## config.mk

```make
export PLATFORM = sky130hd
export DESIGN_NAME = vtg_window
export DESIGN_NICKNAME = d
export VERILOG_FILES = /design/src/rtl/vtg_pkg.sv /design/src/rtl/vtg_window_counter.sv /design/src/rtl/vtg_window.sv
export SDC_FILE = /design/constraint.sdc
export NUM_CORES = 1
export LEC_CHECK = 0
export CAP_MARGIN = 30
export CORE_MARGIN = 10
export CORE_UTILIZATION = 59
export DETAILED_ROUTE_END_ITERATION = 8
export DONT_BUFFER_PORTS = 1
export PLACE_DENSITY = 0.75
export SETUP_SLACK_MARGIN = 0.1
export SLEW_MARGIN = 20
export SYNTH_ARGS = -nofsm -noshare
export SYNTH_HDL_FRONTEND = slang
export SYNTH_SLANG_ARGS = --single-unit
```

## constraint.sdc

```tcl
create_clock -name clk -period 5.9 [get_ports clk]
set_input_delay 1.77 -clock clk [delete_from_list [all_inputs] [get_ports clk]]
set_output_delay 1.77 -clock clk [all_outputs]
set_load 0.03 [all_outputs]
```

## src/rtl/vtg_pkg.sv

```systemverilog
// Shared timing/window types and standard video modes
// for the windowed video timing generator.
package vtg_pkg;

    localparam int VTG_XW = 12;
    localparam int VTG_YW = 12;

    typedef struct packed {
        logic [VTG_XW-1:0] h_total;
        logic [VTG_XW-1:0] h_sync;
        logic [VTG_XW-1:0] h_bp;
        logic [VTG_XW-1:0] h_act;
        logic [VTG_YW-1:0] v_total;
        logic [VTG_YW-1:0] v_sync;
        logic [VTG_YW-1:0] v_bp;
        logic [VTG_YW-1:0] v_act;
    } vtg_timing_t;

    typedef struct packed {
        logic [VTG_XW-1:0] x0;
        logic [VTG_YW-1:0] y0;
        logic [VTG_XW-1:0] w;
        logic [VTG_YW-1:0] h;
    } vtg_win_t;

    localparam vtg_timing_t VTG_1080P = '{
        h_total: 12'd2200, h_sync: 12'd44, h_bp: 12'd148, h_act: 12'd1920,
        v_total: 12'd1125, v_sync: 12'd5,  v_bp: 12'd36,  v_act: 12'd1080
    };

    localparam vtg_timing_t VTG_720P = '{
        h_total: 12'd1650, h_sync: 12'd40, h_bp: 12'd220, h_act: 12'd1280,
        v_total: 12'd750,  v_sync: 12'd5,  v_bp: 12'd20,  v_act: 12'd720
    };

    localparam vtg_win_t WIN_720_IN_1080 = '{
        x0: 12'd320, y0: 12'd180, w: 12'd1280, h: 12'd720
    };

endpackage

```

## src/rtl/vtg_window_counter.sv

```systemverilog
// Raster h/v counters with staged timing set that is
// swapped into the live set only at the frame wrap.
module vtg_counter
    import vtg_pkg::*;
#(
    parameter int X_BITS = VTG_XW,
    parameter int Y_BITS = VTG_YW,
    parameter int W      = 6*VTG_XW + 6*VTG_YW + 2,
    parameter logic [W-1:0] RST_CFG = '0
) (
    input  logic                       clk,
    input  logic                       rst,
    input  logic                       cfg_stb_i,
    input  logic [W-1:0]               cfg_i,
    output logic [X_BITS-1:0]          h_o,
    output logic [Y_BITS-1:0]          v_o,
    output logic [W-X_BITS-Y_BITS-1:0] live_o,
    output logic                       pending_o
);

    logic [X_BITS-1:0] h_q, h_d, h_tot;
    logic [Y_BITS-1:0] v_q, v_d, v_tot;
    logic [W-1:0]      live_q, stg_q;
    logic              pend_q;
    logic              h_end, v_end, wrap;

    assign h_tot = live_q[W-1 -: X_BITS];
    assign v_tot = live_q[W-X_BITS-1 -: Y_BITS];

    assign h_end = (h_q == h_tot - X_BITS'(1));
    assign v_end = (v_q == v_tot - Y_BITS'(1));
    assign wrap  = h_end && v_end;

    always_comb begin
        h_d = h_end ? '0 : h_q + X_BITS'(1);
        v_d = v_q;
        if (h_end)
            v_d = v_end ? '0 : v_q + Y_BITS'(1);
    end

    // A strobe landing on the wrap cycle only refills staging;
    // the set it carries waits for the following wrap.
    always_ff @(posedge clk) begin
        if (rst) begin
            h_q    <= '0;
            v_q    <= '0;
            live_q <= RST_CFG;
            stg_q  <= RST_CFG;
            pend_q <= 1'b0;
        end else begin
            h_q <= h_d;
            v_q <= v_d;
            if (wrap && pend_q)
                live_q <= stg_q;
            if (cfg_stb_i) begin
                stg_q  <= cfg_i;
                pend_q <= 1'b1;
            end else if (wrap) begin
                pend_q <= 1'b0;
            end
        end
    end

    assign h_o       = h_q;
    assign v_o       = v_q;
    assign live_o    = live_q[W-X_BITS-Y_BITS-1:0];
    assign pending_o = pend_q;

endmodule

```

## src/rtl/vtg_window.sv

```systemverilog
// Video timing generator with windowed frame-buffer fetch;
// all outputs aligned to the source read latency.
module vtg_window
    import vtg_pkg::*;
#(
    parameter int X_BITS = 12,
    parameter int Y_BITS = 12,
    parameter int DATA_W = 16,
    parameter int RD_LAT = 2,
    parameter logic [DATA_W-1:0] FILL = 16'hFFFF,
    parameter int H_TOTAL = int'(VTG_1080P.h_total),
    parameter int H_SYNC  = int'(VTG_1080P.h_sync),
    parameter int H_BP    = int'(VTG_1080P.h_bp),
    parameter int H_ACT   = int'(VTG_1080P.h_act),
    parameter int V_TOTAL = int'(VTG_1080P.v_total),
    parameter int V_SYNC  = int'(VTG_1080P.v_sync),
    parameter int V_BP    = int'(VTG_1080P.v_bp),
    parameter int V_ACT   = int'(VTG_1080P.v_act),
    parameter int WIN_X0  = int'(WIN_720_IN_1080.x0),
    parameter int WIN_Y0  = int'(WIN_720_IN_1080.y0),
    parameter int WIN_W   = int'(WIN_720_IN_1080.w),
    parameter int WIN_H   = int'(WIN_720_IN_1080.h)
) (
    input  logic              clk,
    input  logic              rst,
    input  logic              cfg_stb,
    input  logic [X_BITS-1:0] cfg_h_total,
    input  logic [X_BITS-1:0] cfg_h_sync,
    input  logic [X_BITS-1:0] cfg_h_bp,
    input  logic [X_BITS-1:0] cfg_h_act,
    input  logic [Y_BITS-1:0] cfg_v_total,
    input  logic [Y_BITS-1:0] cfg_v_sync,
    input  logic [Y_BITS-1:0] cfg_v_bp,
    input  logic [Y_BITS-1:0] cfg_v_act,
    input  logic [X_BITS-1:0] cfg_win_x0,
    input  logic [X_BITS-1:0] cfg_win_w,
    input  logic [Y_BITS-1:0] cfg_win_y0,
    input  logic [Y_BITS-1:0] cfg_win_h,
    input  logic              cfg_hs_pol,
    input  logic              cfg_vs_pol,
    output logic              cfg_pending,
    output logic              rd_en,
    input  logic [DATA_W-1:0] rd_data,
    output logic              hs_out,
    output logic              vs_out,
    output logic              de_out,
    output logic [DATA_W-1:0] pix_out,
    output logic [X_BITS-1:0] pos_x,
    output logic [Y_BITS-1:0] pos_y,
    output logic              sof
);

    typedef struct packed {
        logic [X_BITS-1:0] h_sync;
        logic [X_BITS-1:0] h_bp;
        logic [X_BITS-1:0] h_act;
        logic [X_BITS-1:0] x0;
        logic [X_BITS-1:0] w;
        logic [Y_BITS-1:0] v_sync;
        logic [Y_BITS-1:0] v_bp;
        logic [Y_BITS-1:0] v_act;
        logic [Y_BITS-1:0] y0;
        logic [Y_BITS-1:0] wh;
        logic              hs_pol;
        logic              vs_pol;
    } rest_t;

    typedef struct packed {
        logic              hs;
        logic              vs;
        logic              de;
        logic              hit;
        logic              sof;
        logic [X_BITS-1:0] ax;
        logic [Y_BITS-1:0] ay;
    } pipe_t;

    localparam int CFG_W = X_BITS + Y_BITS + $bits(rest_t);

    localparam logic [CFG_W-1:0] RST_CFG = {
        X_BITS'(H_TOTAL), Y_BITS'(V_TOTAL),
        X_BITS'(H_SYNC), X_BITS'(H_BP), X_BITS'(H_ACT),
        X_BITS'(WIN_X0), X_BITS'(WIN_W),
        Y_BITS'(V_SYNC), Y_BITS'(V_BP), Y_BITS'(V_ACT),
        Y_BITS'(WIN_Y0), Y_BITS'(WIN_H),
        2'b11
    };

    logic [CFG_W-1:0]  cfg_in;
    rest_t             live;
    logic [X_BITS-1:0] h, ax;
    logic [Y_BITS-1:0] v, ay;
    logic [X_BITS:0]   h_beg, h_fin, x_lo, x_hi;
    logic [Y_BITS:0]   v_beg, v_fin, y_lo, y_hi;
    logic              de_h, de_v, hit_x, hit_y;
    pipe_t             cur, tail;
    pipe_t             dly_q [0:RD_LAT];

    assign cfg_in = {
        cfg_h_total, cfg_v_total,
        cfg_h_sync, cfg_h_bp, cfg_h_act, cfg_win_x0, cfg_win_w,
        cfg_v_sync, cfg_v_bp, cfg_v_act, cfg_win_y0, cfg_win_h,
        cfg_hs_pol, cfg_vs_pol
    };

    vtg_counter #(
        .X_BITS  (X_BITS),
        .Y_BITS  (Y_BITS),
        .W       (CFG_W),
        .RST_CFG (RST_CFG)
    ) u_cnt (
        .clk       (clk),
        .rst       (rst),
        .cfg_stb_i (cfg_stb),
        .cfg_i     (cfg_in),
        .h_o       (h),
        .v_o       (v),
        .live_o    (live),
        .pending_o (cfg_pending)
    );

    // Bounds are one bit wider so origin+size cannot wrap.
    assign h_beg = {1'b0, live.h_sync} + {1'b0, live.h_bp};
    assign h_fin = h_beg + {1'b0, live.h_act};
    assign v_beg = {1'b0, live.v_sync} + {1'b0, live.v_bp};
    assign v_fin = v_beg + {1'b0, live.v_act};
    assign x_lo  = {1'b0, live.x0};
    assign x_hi  = x_lo + {1'b0, live.w};
    assign y_lo  = {1'b0, live.y0};
    assign y_hi  = y_lo + {1'b0, live.wh};

    assign ax    = h - live.h_sync - live.h_bp;
    assign ay    = v - live.v_sync - live.v_bp;
    assign de_h  = ({1'b0, h} >= h_beg) && ({1'b0, h} < h_fin);
    assign de_v  = ({1'b0, v} >= v_beg) && ({1'b0, v} < v_fin);
    assign hit_x = ({1'b0, ax} >= x_lo) && ({1'b0, ax} < x_hi);
    assign hit_y = ({1'b0, ay} >= y_lo) && ({1'b0, ay} < y_hi);

    always_comb begin
        cur     = '0;
        cur.hs  = (h < live.h_sync) ~^ live.hs_pol;
        cur.vs  = (v < live.v_sync) ~^ live.vs_pol;
        cur.de  = de_h && de_v;
        cur.hit = cur.de && hit_x && hit_y;
        cur.ax  = cur.de ? ax : '0;
        cur.ay  = cur.de ? ay : '0;
        cur.sof = cur.de && (ax == '0) && (ay == '0);
    end

    assign tail  = dly_q[RD_LAT];
    assign rd_en = dly_q[0].hit;

    always_ff @(posedge clk) begin
        if (rst) begin
            dly_q   <= '{default: '0};
            hs_out  <= 1'b0;
            vs_out  <= 1'b0;
            de_out  <= 1'b0;
            sof     <= 1'b0;
            pix_out <= '0;
            pos_x   <= '0;
            pos_y   <= '0;
        end else begin
            dly_q[0] <= cur;
            for (int i = 1; i <= RD_LAT; i++)
                dly_q[i] <= dly_q[i-1];
            hs_out  <= tail.hs;
            vs_out  <= tail.vs;
            de_out  <= tail.de;
            sof     <= tail.sof;
            pos_x   <= tail.ax;
            pos_y   <= tail.ay;
            pix_out <= !tail.de ? '0 : (tail.hit ? rd_data : FILL);
        end
    end

endmodule

```

# Yosys cells after proc, flatten, opt, wreduce, memory -nomap -nowiden
# Cells that the tools add are included.
# word_totals
ff_bits,448
input_bits,165
out_inout_bits,46
elab_cells,84
# classes
addsub,14
order_cmp,10
eq_ne,2
mux,4
n_bitwise,4
reduce_logical,17
# ops
cell,n
adder 12 x 12 -> 13 bit,4
< comparator 12 x 13 -> 1 bit,4
subtractor 12 bit,4
adder 13 x 12 -> 13 bit,2
>= comparator 12 x 13 -> 1 bit,2
"adder 12 x 1 -> 12 bit, second input constant",2
== test 12 bit,2
>= comparator 12 bit,2
logical NOT 12 bit,2
< comparator 12 bit,2
"subtractor 12 x 1 -> 12 bit, second input constant",2
two-way mux 16 bit,1
two-way mux 12 bit,1
logical AND 1 bit,11
OR reduction 2 bit,3
two-way mux 1 bit,2
NOT 1 bit,2
nonzero test 2 bit,1
XNOR 1 bit,2

# Depth between registers and ports, before layout
# Gate-level depths: netlist of the first run.
# logic_depth
ltp_word,7
depth_mapped,26

# Hierarchy
# From an unflattened synthesis of the first run, not the netlist that was laid out.
# hier_totals
cells_unflattened,2835
hier_area_um2,25410.6
# modules_own_cells
mod,n_inst,cells_each,area_each_um2,seq_area_each_um2
vtg_counter,1,1545,14071.0,6346.1
vtg_window,1,1290,11339.6,2622.5

# Least setup slack after synthesis of the first run
# No wires, ideal clock.
# synth_timing
kind,register to register
start,register u_cnt.live_q[110]
end,register dly_q[79] (netlist bit)
arrival_time_ps,4723
t_required_ps,5771
path_slack_ps,1048
stages_incl_launch_ff,26
synth_period_minus_slack_ps,4852
path_cell_list,dfxtp_1 ha_1 inv_1 fa_1 nor2b_1 o31a_1 o31a_1 o21ai_0 a21boi_0 a21oi_1 ha_1 and3_1 a211oi_1 o21bai_1 a21oi_1 xor2_1 ha_1 a2111oi_0 a221oi_1 nand2_1 or4_1 nand3_1 a211o_1 clkbuf_1 clkbuf_1 nor2_1
# synth_via
elab_chain_cells,7
elab_cells_between_ends,10
classes_between,4 x add/sub; 2 x order compare; 1 x bitwise; 3 x reduce/logical
# synth_rtl
element,line_no,rtl
from (decl),vtg_window_counter.sv:23,"logic [W-1:0] live_q, stg_q;"
from (signal assigned),vtg_window_counter.sv:54,live_q <= stg_q;
adder 12 x 12 -> 13 bit,vtg_window.sv:123,"assign h_beg = {1'b0, live.h_sync} + {1'b0, live.h_bp};"
adder 13 x 12 -> 13 bit,vtg_window.sv:124,"assign h_fin = h_beg + {1'b0, live.h_act};"
< comparator 12 x 13 -> 1 bit,vtg_window.sv:134,"assign de_h = ({1'b0, h} >= h_beg) && ({1'b0, h} < h_fin);"
logical AND 1 bit,vtg_window.sv:134,
logical AND 1 bit,vtg_window.sv:143,cur.de = de_h && de_v;
NOT 1 bit (no source line),-,
OR reduction 2 bit (no source line),-,
"to (signal, indexed assignment)",vtg_window.sv:166,dly_q[i] <= dly_q[i-1];
to (decl),vtg_window.sv:97,pipe_t dly_q [0:RD_LAT];
# Parallel ways exist; a longest one is shown, timed or not.
# A chain may end at the register's enable or synchronous reset.

# Worst setup path after layout of the first run
# layout_timing
start,register u_cnt.h_q[4] (netlist: u_cnt.h_o[4])
end,"register dly_q, in the netlist rd_en"
# layout_via
elab_chain_cells,6
elab_cells_between_ends,11
classes_between,2 x add/sub; 4 x order compare; 5 x reduce/logical
# layout_rtl
element,line_no,rtl
from (decl),vtg_window_counter.sv:21,"logic [X_BITS-1:0] h_q, h_d, h_tot;"
from (signal assigned),vtg_window_counter.sv:45,h_q <= '0;
from (signal assigned),vtg_window_counter.sv:51,h_q <= h_d;
subtractor 12 bit * (2 in a row),vtg_window.sv:132,assign ax = h - live.h_sync - live.h_bp;
via ax[10],vtg_window.sv:91,"logic [X_BITS-1:0] h, ax;"
< comparator 12 x 13 -> 1 bit or >= comparator 12 bit (tied branches),vtg_window.sv:136,"assign hit_x = ({1'b0, ax} >= x_lo) && ({1'b0, ax} < x_hi);"
logical AND 1 bit *,vtg_window.sv:136,
logical AND 1 bit * (2 in a row),vtg_window.sv:144,cur.hit = cur.de && hit_x && hit_y;
# Mark *: on every way through the listed nets, which the timed path passes. The rest lies on a longest branch.

==> results of run 1 <==
-- worst max-delay path by stage --
stage                                  from         to  slack [ps]  cells after the start
after floorplan           u_cnt.live_q[110]  dly_q[79]        1050                     25
after global placement    u_cnt.live_q[110]  dly_q[72]         560                     24
after detailed placement  u_cnt.live_q[110]  dly_q[72]         420                     24
after CTS                 u_cnt.live_q[110]  dly_q[74]         390                     24
after global routing           u_cnt.h_o[4]      rd_en         200                     16
final                          u_cnt.h_o[4]      rd_en         600                     16
-- routing by layer --
metal	part of all wire, %	GRT usage, %	wire length [um]	vias up
met1	45	30.4	25700	8095
li1	-	-	-	8498
met3	5.4	4.36	3130	101
met5	0	0	0	-
met2	47	39.3	27200	360
met4	2.8	7.78	1610	0
-- per-stage QoR --
| stage | setup slack (ps) | instance area, um^2 | total power [mW] | util [%] | std cells |
|---|---|---|---|---|---|
| finish | 602 | 25200 | 6.44 | 65.0 | 3016 |
| global route | 203 | 25200 | 6.64 | 65.0 | 3016 |
| CTS | 388 | 25200 | 6.51 | 65.0 | 3016 |
| detailed placement | 417 | 23600 | 3.39 | 60.8 | 2931 |
| global placement | 559 | 23600 | 3.38 | 60.8 | 2931 |
| floorplan | 1050 | 23200 | 3.39 | - | 2500 |
-- cells in the final DEF (no fill, tap or decap), types with 55 or more instances in the layout --
cell and instances:
o21ai_0 66, nor2_1 340, dfxtp_1 448, xnor2_1 80, nand2_1 55, inv_1 163
ha_1 238, nor3_1 67, nor2b_1 146, mux2i_1 210, a21oi_1 153
-- state kept, by name (all words and copies together) (netlist names) --
name             count
sof                  1
u_cnt.pending_o      1
dly_q               86
u_cnt.h_o           12
u_cnt.live_q       146
vs_out               1
u_cnt.v_o           12
u_cnt.stg_q        146
pos_x               12
de_out               1
pos_y               12
pix_out             16
rd_en                1
hs_out               1
-- cell type report --
class	count	share of cell area, %
Multi-Input combinational cell	1778	52.2
Sequential cell	448	35.5
Clock buffer	63	5.17
Tap cell	518	2.57
Inverter	163	2.42
Clock inverter	22	1.32
Timing Repair Buffer	24	0.813
-- logic make-up after synthesis --
family / count (synthesis)
flops: 448
simple gates: 751
xor+xnor: 129
compound gates: 420
buf+inv: 274
mux: 212
fa+ha+maj: 266
-- power groups by stage --
stage               sequential [mW]  clock, mW  combinational (mW)
detailed placement             3.20          0               0.192
floorplan                      3.19          0               0.204
global placement               3.20          0               0.184
finish                         3.13       3.12               0.194
CTS                            3.13       3.18               0.194
global route                   3.14       3.29               0.215
-- worst max-delay path, delay by kind of cell (launching register included) --
family / cells / cell delay, ps
AO/OA/AOI/OAI: 10 / 2510
XOR/XNOR: 1 / 430
adder cells (fa/ha/maj): 3 / 1100
buffers and inverters: 1 / 130
flip-flops: 1 / 550
AND/OR/NAND/NOR: 1 / 490
-- repair_timing --
item                       4_1_cts  5_1_grt
setup endpoints to repair        0       27
buffers inserted                 0        0
hold buffers                     0        0
gates resized for setup          0        4
==> run summary, run 1 <==
Status: finished, violations left
Failing checks: slew limit
Pre-Repair DR Iteration Count: 5
Min Tclk post-route: 5300 ps
Clock transition at path regs: 60 ps
Fraction of layout instances using a drive strength above 1: 4.84%
DR iter-0 viols: 1,048
Synth Area in Simple Gates: 15.7%
Die Wd: 218 um
Final #Nets: 2,892
Min-delay src: dly_q[78]
Synth Area in Compound Gates: 11.7%
N_diodes: 0
Hold_ws: 432 ps
Count leader, synth: dfxtp_1
Critical-path top delay cell: a2111oi_0
Post-synth top cells: 448 x dfxtp_1, 340 x nor2_1, 238 x ha_1
Core Box Area: 38,800 um^2
Startpoint Class: flip-flop
Antenna violations before repair: 0
Clk_lat worst skew: 600 ps
Gate power share: 3.0%
Int Pwr: 5.07 mW
CP Max Fanout: 8
Setup CP Type: reg -> reg
Max clock buf depth: 3
Filler cells: 3,205
RSZ-0062 raised after global routing: no
Synth async-reset ratio: 0%
Final Setup Violations: 0
Worst-Margin Slew: 1510 ps
FF/Latch Area: 8970 um^2
Max frequency: 189 MHz
Syn nets: 2,931
P&R area growth vs syn: 8.66%
Hold Path Sink: dly_q[49]
Vias in the first global route: 16,500
H-Tree Level Count: 2
Crit-path max cell delay: 840 ps
PortBufs: 0
Synth cell types: 65
Grt ovf: 0
Critical path, cell by cell: fa_1 > ha_1 > a21oi_1 > o21ai_0 > a2111oi_0 > o31ai_1 > a21oi_1 > xor2_1 > inv_1 > ha_1 > or4_1 > a21oi_1 > o21ai_0 > o21ai_0 > o221ai_1 > a311oi_1
Hold crit path type: reg -> reg
Reg2Reg Capture Point: rd_en
Global-route wire length before repair: 90,400 um
Pwr per Cell Area: 255 nW/um^2
Mux contribution to synthesized area: 9.14%
Worst setup EP type: flip-flop
Path depth of the worst reg2reg path: 16
Slew HR: -0.772%
Post-DP HPWL: 43,500 um
CTS Sinks: 448
CP required: 6400 ps
Clk network pwr share: 48.4%
Synth Area in Adders: 15.2%
Synth Area in XOR/XNOR: 4.86%
Via density: 5.65
Io pins: 211
Root buffer cell: clkbuf_16
VDD IR max: 0.313 mV
Mapped Avg Cell Area: 9.29 um^2
Register area share after synthesis: 38.6%
Switching share of power: 21.4%
TritonCTS Buffers: 46
Site row count: 72
Routed wire per std cell: 19.1 um
Post-synth EDFFs: 0
Area of the multi-input gates: 13,200 um^2
Main synth FF type: dfxtp_1
Seq pwr share: 48.6%
Fin. max-slew vios: 26
Vias: 17,100
RePlAce Congestion: 0.940
Final Hold Viols: 0
Setup TNS Final: 0 ps
Worst Path Arrival: 5800 ps
Final worst path period share: 89.8%
Fin Clk Skew: 14.5 ps
Register bit total from synthesis: 448
Synth area leader: dfxtp_1
Net switching power: 1.38 mW
Worst r2r src: u_cnt.h_o[4]
Detailed-route DRC error count: 0
Post-synth top area share: 38.6%
Final ANT Viol Nets: 0
Synth top area cells: dfxtp_1 39%, ha_1 13%, mux2i_1 9.0%
Starting Density: 59.8%
Warnings from Yosys: 0
Detailed Route WL: 57,600 um
Post-Synthesis Cell Area: 23,200 um^2
Largest net degree at the start of global routing: 427
Die height: 218 um
Largest family of logic cells by synthesized area: simple AND/OR/NAND/NOR gates
LEAKAGE: 11.8 nW
CTS tree: built
DIE AREA: 47,700 um^2
Total GRT Usage: 23.6%
Synth Instances: 2,500
Flop2flop setup slack: 600 ps
Hold path depth: 1
Max Cap Viol: 0
No activity file was read; power rests on OpenSTA's default activity.
==> inputs of run 2 (changes only) <==
--- a/config.mk
+++ b/config.mk
@@ -8,6 +8,7 @@
 export CAP_MARGIN = 30
 export CORE_MARGIN = 10
 export CORE_UTILIZATION = 59
+export CTS_CLUSTER_DIAMETER = 120
 export DETAILED_ROUTE_END_ITERATION = 8
 export DONT_BUFFER_PORTS = 1
 export PLACE_DENSITY = 0.75
==> results of run 2 <==
Same layout as run 1: the final DEF is identical, and so are final timing and power.
==> inputs of run 3 (changes only) <==
--- a/config.mk
+++ b/config.mk
@@ -8,7 +8,6 @@
 export CAP_MARGIN = 30
 export CORE_MARGIN = 10
 export CORE_UTILIZATION = 59
-export CTS_CLUSTER_DIAMETER = 120
 export DETAILED_ROUTE_END_ITERATION = 8
 export DONT_BUFFER_PORTS = 1
 export PLACE_DENSITY = 0.75
==> results of run 3 <==
Same layout as run 1: the final DEF is identical, and so are final timing and power.
